$ cat src/rtl/uart_pkg.sv
// Shared definitions for the parametrised UART transceiver.
// Latency: none (types, constants and a pure function only).
// Backpressure: not applicable.
package uart_pkg;

    // Parity mode encodings for the PARITY parameter
    localparam int PAR_NONE = 0;
    localparam int PAR_EVEN = 1;
    localparam int PAR_ODD  = 2;

    // Widest payload supported; parity_bit takes data zero-extended to this
    localparam int MAX_DATA_BITS = 9;

    typedef enum logic [2:0] {
        TX_IDLE,
        TX_START,
        TX_DATA,
        TX_PARITY,
        TX_STOP
    } txState_t;

    typedef enum logic [2:0] {
        RX_IDLE,
        RX_START,
        RX_DATA,
        RX_PARITY,
        RX_STOP,
        RX_BREAK
    } rxState_t;

    // Parity bit for a payload. Zero-extension does not change the XOR,
    // so callers may pass any width up to MAX_DATA_BITS.
    function automatic logic parity_bit(input logic [MAX_DATA_BITS-1:0] data,
                                        input int mode);
        logic result;
        case (mode)
            PAR_EVEN: result = ^data;
            PAR_ODD:  result = ~(^data);
            default:  result = 1'b0;
        endcase
        return result;
    endfunction

endpackage

$ cat src/rtl/uart_xcvr_param_if.sv
// Host-side byte interface of the UART transceiver (transmit handshake + receive status).
// Latency: none (signal bundle only).
// Backpressure: tx_valid/tx_ready handshake on transmit; receive side has no backpressure, rx_ack only retires the pending frame.
// Ports: master = host (drives tx_valid, tx_data, rx_ack); slave = transceiver.
interface uart_xcvr_param_if #(
    parameter int DATA_BITS = 8
);
    logic                 tx_valid;
    logic                 tx_ready;
    logic [DATA_BITS-1:0] tx_data;
    logic [DATA_BITS-1:0] rx_data;
    logic                 rx_valid;
    logic                 rx_parity_err;
    logic                 rx_frame_err;
    logic                 rx_overrun;
    logic                 rx_ack;

    modport master (
        output tx_valid, tx_data, rx_ack,
        input  tx_ready, rx_data, rx_valid, rx_parity_err, rx_frame_err, rx_overrun
    );

    modport slave (
        input  tx_valid, tx_data, rx_ack,
        output tx_ready, rx_data, rx_valid, rx_parity_err, rx_frame_err, rx_overrun
    );
endinterface

$ cat src/rtl/uart_rx_engine.sv
// UART receiver: 2-flop synchroniser, oversampled frame FSM, parity/framing/overrun reporting.
// Latency: rx_valid one cycle after the centre sample of the first stop bit (plus 2 synchroniser cycles).
// Backpressure: none; an unacknowledged frame overwritten by a new one raises sticky rx_overrun.
// Ports: sys_clk/sys_rst_l, uart_rxd (async serial in), rx_ack (host retire), rx_data/rx_valid/error flags out.
module uart_rx_engine
    import uart_pkg::*;
#(
    parameter int DATA_BITS  = 8,
    parameter int OVERSAMPLE = 16,
    parameter int PARITY     = 0
) (
    input  logic                 sys_clk,
    input  logic                 sys_rst_l,
    input  logic                 uart_rxd,
    input  logic                 rx_ack,
    output logic [DATA_BITS-1:0] rx_data,
    output logic                 rx_valid,
    output logic                 rx_parity_err,
    output logic                 rx_frame_err,
    output logic                 rx_overrun
);

    localparam int             CW        = $clog2(OVERSAMPLE);
    localparam logic [CW-1:0]  CELL_LAST = CW'(OVERSAMPLE - 1);
    localparam logic [CW-1:0]  CELL_HALF = CW'(OVERSAMPLE / 2 - 1);
    localparam logic [3:0]     BIT_LAST  = 4'(DATA_BITS - 1);

    logic                 rxMeta;
    logic                 rxSync;
    rxState_t             rxState;
    logic [CW-1:0]        rxCell;
    logic [3:0]           rxBitCnt;
    logic [DATA_BITS-1:0] rxShift;
    logic                 parBad;
    logic                 pending;
    logic                 rxWrap;

    assign rxWrap = (rxCell == CELL_LAST);

    always_ff @(posedge sys_clk or negedge sys_rst_l) begin
        if (!sys_rst_l) begin
            rxMeta        <= 1'b1;
            rxSync        <= 1'b1;
            rxState       <= RX_IDLE;
            rxCell        <= '0;
            rxBitCnt      <= '0;
            rxShift       <= '0;
            parBad        <= 1'b0;
            pending       <= 1'b0;
            rx_data       <= '0;
            rx_valid      <= 1'b0;
            rx_parity_err <= 1'b0;
            rx_frame_err  <= 1'b0;
            rx_overrun    <= 1'b0;
        end else begin
            rxMeta   <= uart_rxd;
            rxSync   <= rxMeta;
            rx_valid <= 1'b0;

            // Overrun bookkeeping keys off the registered rx_valid so the host
            // sees ack and valid in the same cycle as one coherent event.
            if (rx_valid) begin
                pending <= 1'b1;
                if (rx_ack) begin
                    rx_overrun <= 1'b0;
                end else if (pending) begin
                    rx_overrun <= 1'b1;
                end
            end else if (rx_ack) begin
                pending    <= 1'b0;
                rx_overrun <= 1'b0;
            end

            case (rxState)
                RX_IDLE: begin
                    rxCell <= '0;
                    if (!rxSync) begin
                        rxState <= RX_START;
                    end
                end
                RX_START: begin
                    // Re-check at mid start bit; a short low pulse is dropped silently
                    if (rxCell == CELL_HALF) begin
                        rxCell <= '0;
                        if (!rxSync) begin
                            rxState  <= RX_DATA;
                            rxBitCnt <= '0;
                            parBad   <= 1'b0;
                        end else begin
                            rxState <= RX_IDLE;
                        end
                    end else begin
                        rxCell <= rxCell + CW'(1);
                    end
                end
                RX_DATA: begin
                    rxCell <= rxWrap ? '0 : rxCell + CW'(1);
                    if (rxWrap) begin
                        rxShift <= {rxSync, rxShift[DATA_BITS-1:1]};
                        if (rxBitCnt == BIT_LAST) begin
                            rxState <= (PARITY != PAR_NONE) ? RX_PARITY : RX_STOP;
                        end else begin
                            rxBitCnt <= rxBitCnt + 4'd1;
                        end
                    end
                end
                RX_PARITY: begin
                    rxCell <= rxWrap ? '0 : rxCell + CW'(1);
                    if (rxWrap) begin
                        parBad  <= (rxSync != parity_bit(MAX_DATA_BITS'(rxShift), PARITY));
                        rxState <= RX_STOP;
                    end
                end
                RX_STOP: begin
                    rxCell <= rxWrap ? '0 : rxCell + CW'(1);
                    if (rxWrap) begin
                        rx_valid      <= 1'b1;
                        rx_data       <= rxShift;
                        rx_parity_err <= parBad;
                        rx_frame_err  <= !rxSync;
                        // A low stop bit is a break/framing fault: hold off until the line idles
                        rxState       <= rxSync ? RX_IDLE : RX_BREAK;
                    end
                end
                RX_BREAK: begin
                    rxCell <= '0;
                    if (rxSync) begin
                        rxState <= RX_IDLE;
                    end
                end
                default: rxState <= RX_IDLE;
            endcase
        end
    end

endmodule

$ cat src/rtl/uart_xcvr_param.sv
// Full-duplex parametrised UART: inline transmit FSM plus uart_rx_engine receiver.
// Latency: uart_txd falls the cycle after tx_valid&&tx_ready; tx_ready returns one cycle after the last stop cell.
// Backpressure: tx_ready low for the whole frame; tx_data changes while busy are ignored. Receive has no backpressure.
// Ports: sys_clk/sys_rst_l, host (slave modport of uart_xcvr_param_if), uart_txd (serial out, idle high), uart_rxd (serial in).
module uart_xcvr_param
    import uart_pkg::*;
#(
    parameter int DATA_BITS  = 8,
    parameter int OVERSAMPLE = 16,
    parameter int PARITY     = 0,
    parameter int STOP_BITS  = 1
) (
    input  logic               sys_clk,
    input  logic               sys_rst_l,
    uart_xcvr_param_if.slave   host,
    output logic               uart_txd,
    input  logic               uart_rxd
);

    if ((OVERSAMPLE % 2) != 0 || OVERSAMPLE < 4 || OVERSAMPLE > 64 ||
        (STOP_BITS != 1 && STOP_BITS != 2) ||
        DATA_BITS < 5 || DATA_BITS > MAX_DATA_BITS ||
        PARITY < PAR_NONE || PARITY > PAR_ODD) begin : gParamCheck
        $error("uart_xcvr_param: illegal parameter combination");
    end

    localparam int             CW        = $clog2(OVERSAMPLE);
    localparam logic [CW-1:0]  CELL_LAST = CW'(OVERSAMPLE - 1);
    localparam logic [3:0]     BIT_LAST  = 4'(DATA_BITS - 1);
    localparam logic [3:0]     STOP_LAST = 4'(STOP_BITS - 1);

    txState_t             txState;
    logic [CW-1:0]        txCell;
    logic [3:0]           txBitCnt;
    logic [DATA_BITS-1:0] txShift;
    logic                 txParBit;
    logic                 txReady;
    logic                 txWrap;

    assign txWrap        = (txCell == CELL_LAST);
    assign host.tx_ready = txReady;

    // uart_txd is registered and always loaded one cell ahead: each transition
    // writes the level of the cell that begins on that same edge.
    always_ff @(posedge sys_clk or negedge sys_rst_l) begin
        if (!sys_rst_l) begin
            txState  <= TX_IDLE;
            txCell   <= '0;
            txBitCnt <= '0;
            txShift  <= '0;
            txParBit <= 1'b0;
            txReady  <= 1'b1;
            uart_txd <= 1'b1;
        end else begin
            if (txState != TX_IDLE) begin
                txCell <= txWrap ? '0 : txCell + CW'(1);
            end else begin
                txCell <= '0;
            end

            case (txState)
                TX_IDLE: begin
                    if (host.tx_valid && txReady) begin
                        txShift  <= host.tx_data;
                        txParBit <= parity_bit(MAX_DATA_BITS'(host.tx_data), PARITY);
                        txReady  <= 1'b0;
                        uart_txd <= 1'b0;
                        txState  <= TX_START;
                    end
                end
                TX_START: begin
                    if (txWrap) begin
                        txState  <= TX_DATA;
                        txBitCnt <= '0;
                        uart_txd <= txShift[0];
                        txShift  <= txShift >> 1;
                    end
                end
                TX_DATA: begin
                    if (txWrap) begin
                        if (txBitCnt == BIT_LAST) begin
                            txBitCnt <= '0;
                            if (PARITY != PAR_NONE) begin
                                txState  <= TX_PARITY;
                                uart_txd <= txParBit;
                            end else begin
                                txState  <= TX_STOP;
                                uart_txd <= 1'b1;
                            end
                        end else begin
                            txBitCnt <= txBitCnt + 4'd1;
                            uart_txd <= txShift[0];
                            txShift  <= txShift >> 1;
                        end
                    end
                end
                TX_PARITY: begin
                    if (txWrap) begin
                        txState  <= TX_STOP;
                        txBitCnt <= '0;
                        uart_txd <= 1'b1;
                    end
                end
                TX_STOP: begin
                    if (txWrap) begin
                        if (txBitCnt == STOP_LAST) begin
                            txState <= TX_IDLE;
                            txReady <= 1'b1;
                        end else begin
                            txBitCnt <= txBitCnt + 4'd1;
                        end
                    end
                end
                default: txState <= TX_IDLE;
            endcase
        end
    end

    uart_rx_engine #(
        .DATA_BITS  (DATA_BITS),
        .OVERSAMPLE (OVERSAMPLE),
        .PARITY     (PARITY)
    ) uRxEngine (
        .sys_clk       (sys_clk),
        .sys_rst_l     (sys_rst_l),
        .uart_rxd      (uart_rxd),
        .rx_ack        (host.rx_ack),
        .rx_data       (host.rx_data),
        .rx_valid      (host.rx_valid),
        .rx_parity_err (host.rx_parity_err),
        .rx_frame_err  (host.rx_frame_err),
        .rx_overrun    (host.rx_overrun)
    );

endmodule

$ cat src/flat_wrapper.sv
// flat-port wrapper written by rule: the top's interface ports become plain ports
module uart_xcvr_param_flat import uart_pkg::*;
#(
    parameter int DATA_BITS  = 8,
    parameter int OVERSAMPLE = 16,
    parameter int PARITY     = 0,
    parameter int STOP_BITS  = 1
)
  (sys_clk, sys_rst_l, uart_txd, uart_rxd, host_tx_valid, host_tx_data, host_rx_ack, host_tx_ready, host_rx_data, host_rx_valid, host_rx_parity_err, host_rx_frame_err, host_rx_overrun);
  uart_xcvr_param_if #(.DATA_BITS(DATA_BITS)) host_i ();
  input  logic sys_clk;
  input  logic sys_rst_l;
  output logic uart_txd;
  input  logic uart_rxd;
  input wire logic [$bits(host_i.tx_valid)-1:0] host_tx_valid;
  input wire logic [$bits(host_i.tx_data)-1:0] host_tx_data;
  input wire logic [$bits(host_i.rx_ack)-1:0] host_rx_ack;
  output wire logic [$bits(host_i.tx_ready)-1:0] host_tx_ready;
  output wire logic [$bits(host_i.rx_data)-1:0] host_rx_data;
  output wire logic [$bits(host_i.rx_valid)-1:0] host_rx_valid;
  output wire logic [$bits(host_i.rx_parity_err)-1:0] host_rx_parity_err;
  output wire logic [$bits(host_i.rx_frame_err)-1:0] host_rx_frame_err;
  output wire logic [$bits(host_i.rx_overrun)-1:0] host_rx_overrun;
  assign host_i.tx_valid = host_tx_valid;
  assign host_i.tx_data = host_tx_data;
  assign host_i.rx_ack = host_rx_ack;
  assign host_tx_ready = host_i.tx_ready;
  assign host_rx_data = host_i.rx_data;
  assign host_rx_valid = host_i.rx_valid;
  assign host_rx_parity_err = host_i.rx_parity_err;
  assign host_rx_frame_err = host_i.rx_frame_err;
  assign host_rx_overrun = host_i.rx_overrun;
  uart_xcvr_param #(.DATA_BITS(DATA_BITS), .OVERSAMPLE(OVERSAMPLE), .PARITY(PARITY), .STOP_BITS(STOP_BITS)) u_core (.sys_clk(sys_clk), .sys_rst_l(sys_rst_l), .host(host_i), .uart_txd(uart_txd), .uart_rxd(uart_rxd));
endmodule
$ cat config.mk
export PLATFORM = sky130hd
export DESIGN_NAME = uart_xcvr_param_flat
export DESIGN_NICKNAME = d
export VERILOG_FILES = /design/src/rtl/uart_pkg.sv /design/src/rtl/uart_xcvr_param_if.sv /design/src/rtl/uart_rx_engine.sv /design/src/rtl/uart_xcvr_param.sv /design/src/flat_wrapper.sv
export SDC_FILE = /design/constraint.sdc
export NUM_CORES = 1
export LEC_CHECK = 0
export ABC_AREA = 1
export CORE_ASPECT_RATIO = 1.75
export CORE_UTILIZATION = 45
export DETAILED_ROUTE_END_ITERATION = 10
export GPL_TIMING_DRIVEN = 0
export PLACE_DENSITY = 0.72
export SLEW_MARGIN = 5
export SYNTH_ARGS = -nofsm -noshare
export SYNTH_HDL_FRONTEND = slang
export SYNTH_HIERARCHICAL = 1
export SYNTH_SLANG_ARGS = --single-unit
$ cat constraint.sdc
create_clock -name sys_clk -period 1.29 [get_ports sys_clk]
set_input_delay 0.258 -clock sys_clk [delete_from_list [all_inputs] [get_ports sys_clk]]
set_output_delay 0.258 -clock sys_clk [all_outputs]
set_load 0.1 [all_outputs]
==> results.tsv <==
metric	value	unit
clkSinkCount	56	
startpoint_type	flip-flop	
initial_core_util	47.2	%
final_cell_mix	119 x nand2_1, 48 x dfrtp_1, 32 x buf_4, 29 x nand3_1, 25 x inv_1	
die-area	6930	um^2
powerDensity	1260	nW/um^2
grt_pass1_wl	12.5	mm
port_buffers	26	
max_freq	663	MHz
layout_min_cycle_time	1.51	ns
io_pins	27	
skew	0.0101	ns
grt_pass1_vias	2909	
worstSetupPathType	flip-flop to flip-flop	
pwr-share-clk	18.9	%
chipWidth	63.4	um
setup_viol	40	
detailed_place_hpwl	4.68	mm
final_common_cell	nand2_1	
drv_cap	0	
syn_area	2970	um^2
p_comb_share	42.8	%
antenna_found_initial	0	
seqPwrFrac	38.3	%
viasPerCell	5.37	
track_usage	23.0	%
crit_chain	ha_4, nand3_4, buf_12, nand3_1, nand2_1, nor2_1, nand3_1, nand2_1	
path_clk_slew	0.10	ns
wl_per_cell	15.1	um
tightestPinTransition	0.620	ns
p_switching	2.08	mW
wirelength	8.12	mm
num_vias	2885	
drive_gt1_share	38.3	%
ys_ff_latch	56	
run_status	complete, but fails checks	
seq_area_frac_synth	47.4	%
slowest_delay	0.43	ns
coreArea	6280	um^2
htree_levels	2	
die_h	109	um
ff2ff_setup_slack	-0.22	ns
ys_warn_count	6	
end_kind	flip-flop	
synth_fp_nets	402	
clk_path_buf_depth	2	
failed_checks	setup timing	
ir_drop	1.18	mV
rows	38	
stdcell_count	537	
cp.arrival	1.77	ns
clock_latency	0.32	ns
finalPower	5.29	mW
root_buffer	clkbuf_8	
cp_slowest_cell	dfrtp_1	
grt_start_max_net_pins	32	
setup_slack	-0.219	ns
cts_tree	yes	
drcViolationCount	0	
intPower	3.21	mW
numCtsBuffers	5	
drv_slew	0	
hold_viol	0	
fin_crit_sh	117	%
antennaDiodeCount	0	
drtAntennaViolNets	0	
grt_setup_unrepaired	true	
crit_fanout	4	
first_iter_violations	186	
dp.cells	491	
first_pass_iters	4	
hp-class	input pin to flip-flop	
layout.nets	474	
syn_to_final_growth	41.9	%
slew_headroom	58.7	%
required	1.55	ns
switching_share	39.3	%
routabilityCongestion	0.821	
syn_inst	384	
power_leakage	2.18	nW
overflow	0	
ys_types	29	
synth_area_per_cell	7.72	um^2
timing repair:
item                       in CTS  in global routing
gates resized for setup       157                 66
hold endpoints to repair       23                  0
setup buffers                  20                 16
gates cloned                    3                  0
setup endpoints to repair      57                 47
pin swaps                      29                 37
hold buffers                    1                  0
sequential cells by signal, summed over array words and instances (netlist names), 4 cells and up:
signal and flops:
u_core/txBitCnt 4, u_core/uRxEngine/rx_data 8, u_core/uRxEngine/rxCell 4, u_core/uRxEngine/rxBitCnt 4
u_core/uRxEngine/rxShift 8, u_core/txShift 8, u_core/txCell 4
cells by family (layout without fill, tap and decap cells):
group	after synthesis	after routing	share of synthesized area, %
AO/OA/AOI/OAI	31	31	5.36
XOR/XNOR	2	2	0.591
adder cells (fa/ha/maj)	5	5	2.11
buffers and inverters	41	114	6.20
flip-flops	56	56	47.4
AND/OR/NAND/NOR	249	249	38.3
area by class of cell:
class                      instances  area [um^2]
clock buffer                       5         68.8
sequential                        56         1420
tap                               80          100
fill                             492         2070
buffer                             6         71.3
multi-input combinational        287         1720
timing repair buffer              66          652
inverter                          34          155
clock inverter                     3         21.3
synth_stat cells:
master,number,area share (%)
o22ai_1,1,0.21
nor2_1,35,4.4
nand3_4,1,0.59
nor2_4,5,1.9
o21ai_1,7,1.2
o211ai_1,1,0.25
nand2_4,2,0.76
nand3_1,34,5.7
inv_1,28,3.5
xor2_1,2,0.59
nor3_1,1,0.17
o21ai_0,13,2.2
or2_2,2,0.42
buf_6,3,1.1
a21oi_1,9,1.5
dfrtp_1,52,44
nand4_1,6,1.3
nor2b_1,1,0.21
nor2_2,4,0.84
or2_0,1,0.21
nand2_2,9,1.9
nand2_1,143,18
ha_1,5,2.1
nand4_2,1,0.42
clkbuf_1,2,0.25
dfstp_2,4,3.5
nand3_2,4,1.4
buf_4,2,0.51
inv_2,6,0.76
power by group through the flow:
stage / Sequential (mW) / Clock, mW / Combinational, mW
3_5_place_dp: 2.03 / 0 / 1.22
3_3_place_gp: 2.03 / 0 / 1.19
2_1_floorplan: 2.03 / 0 / 0.921
6_report: 2.03 / 0.999 / 2.27
5_1_grt: 2.04 / 1.11 / 2.42
4_1_cts: 2.01 / 1.04 / 1.69
worst max-delay path, delay by kind of cell (launching register included):
kind / cells / cell delay (ns)
and+or+nand+nor: 6 / 0.61
DFF: 1 / 0.43
adders and majority gates: 1 / 0.20
buffers and inverters: 1 / 0.20
routing by layer:
metal	track usage, %	vias to the layer above	routed length [um]
li1	-	1367	-
met1	22.2	1403	2910
met2	46.7	90	4640
met3	2.80	25	286
met4	11.0	0	289
met5	0	-	0
final timing paths:
path                                                        startpoint                                       to  depth (start not counted)
max in group asynchronous                                    sys_rst_l        u_core/uRxEngine/rxMeta$_DFF_PN1_                          3
min in group asynchronous                                    sys_rst_l               u_core/txCell[3]$_DFF_PN0_                          2
worst min-delay path                                          uart_rxd        u_core/uRxEngine/rxMeta$_DFF_PN1_                          1
worst max-delay path            u_core/uRxEngine/rxCell[0]$_DFFE_PN0P_  u_core/uRxEngine/rxState[2]$_DFFE_PN0P_                          8
worst max register to register  u_core/uRxEngine/rxCell[0]$_DFFE_PN0P_  u_core/uRxEngine/rxState[2]$_DFFE_PN0P_                          8
worst min register to register       u_core/uRxEngine/rxMeta$_DFF_PN1_        u_core/uRxEngine/rxSync$_DFF_PN1_                          0
metrics by stage:
| step | cell area (um^2) | TNS [ns] | setup WS [ns] | util, % | hold WS (ns) |
|---|---|---|---|---|---|
| finish | 4210 | -3.63 | -0.219 | 67.0 | 0.358 |
| global route | 4210 | -6.00 | -0.285 | 67.0 | 0.358 |
| CTS | 3840 | -0.813 | -0.136 | 61.2 | 0.365 |
| detailed placement | 3370 | -11.83 | -0.713 | 53.6 | 0.310 |
| global placement | 3350 | -107.45 | -1.77 | 53.4 | 0.347 |
| floorplan | 2990 | -1.29 | -0.137 | - | -0.0376 |
(Power assumes the default switching activity.)
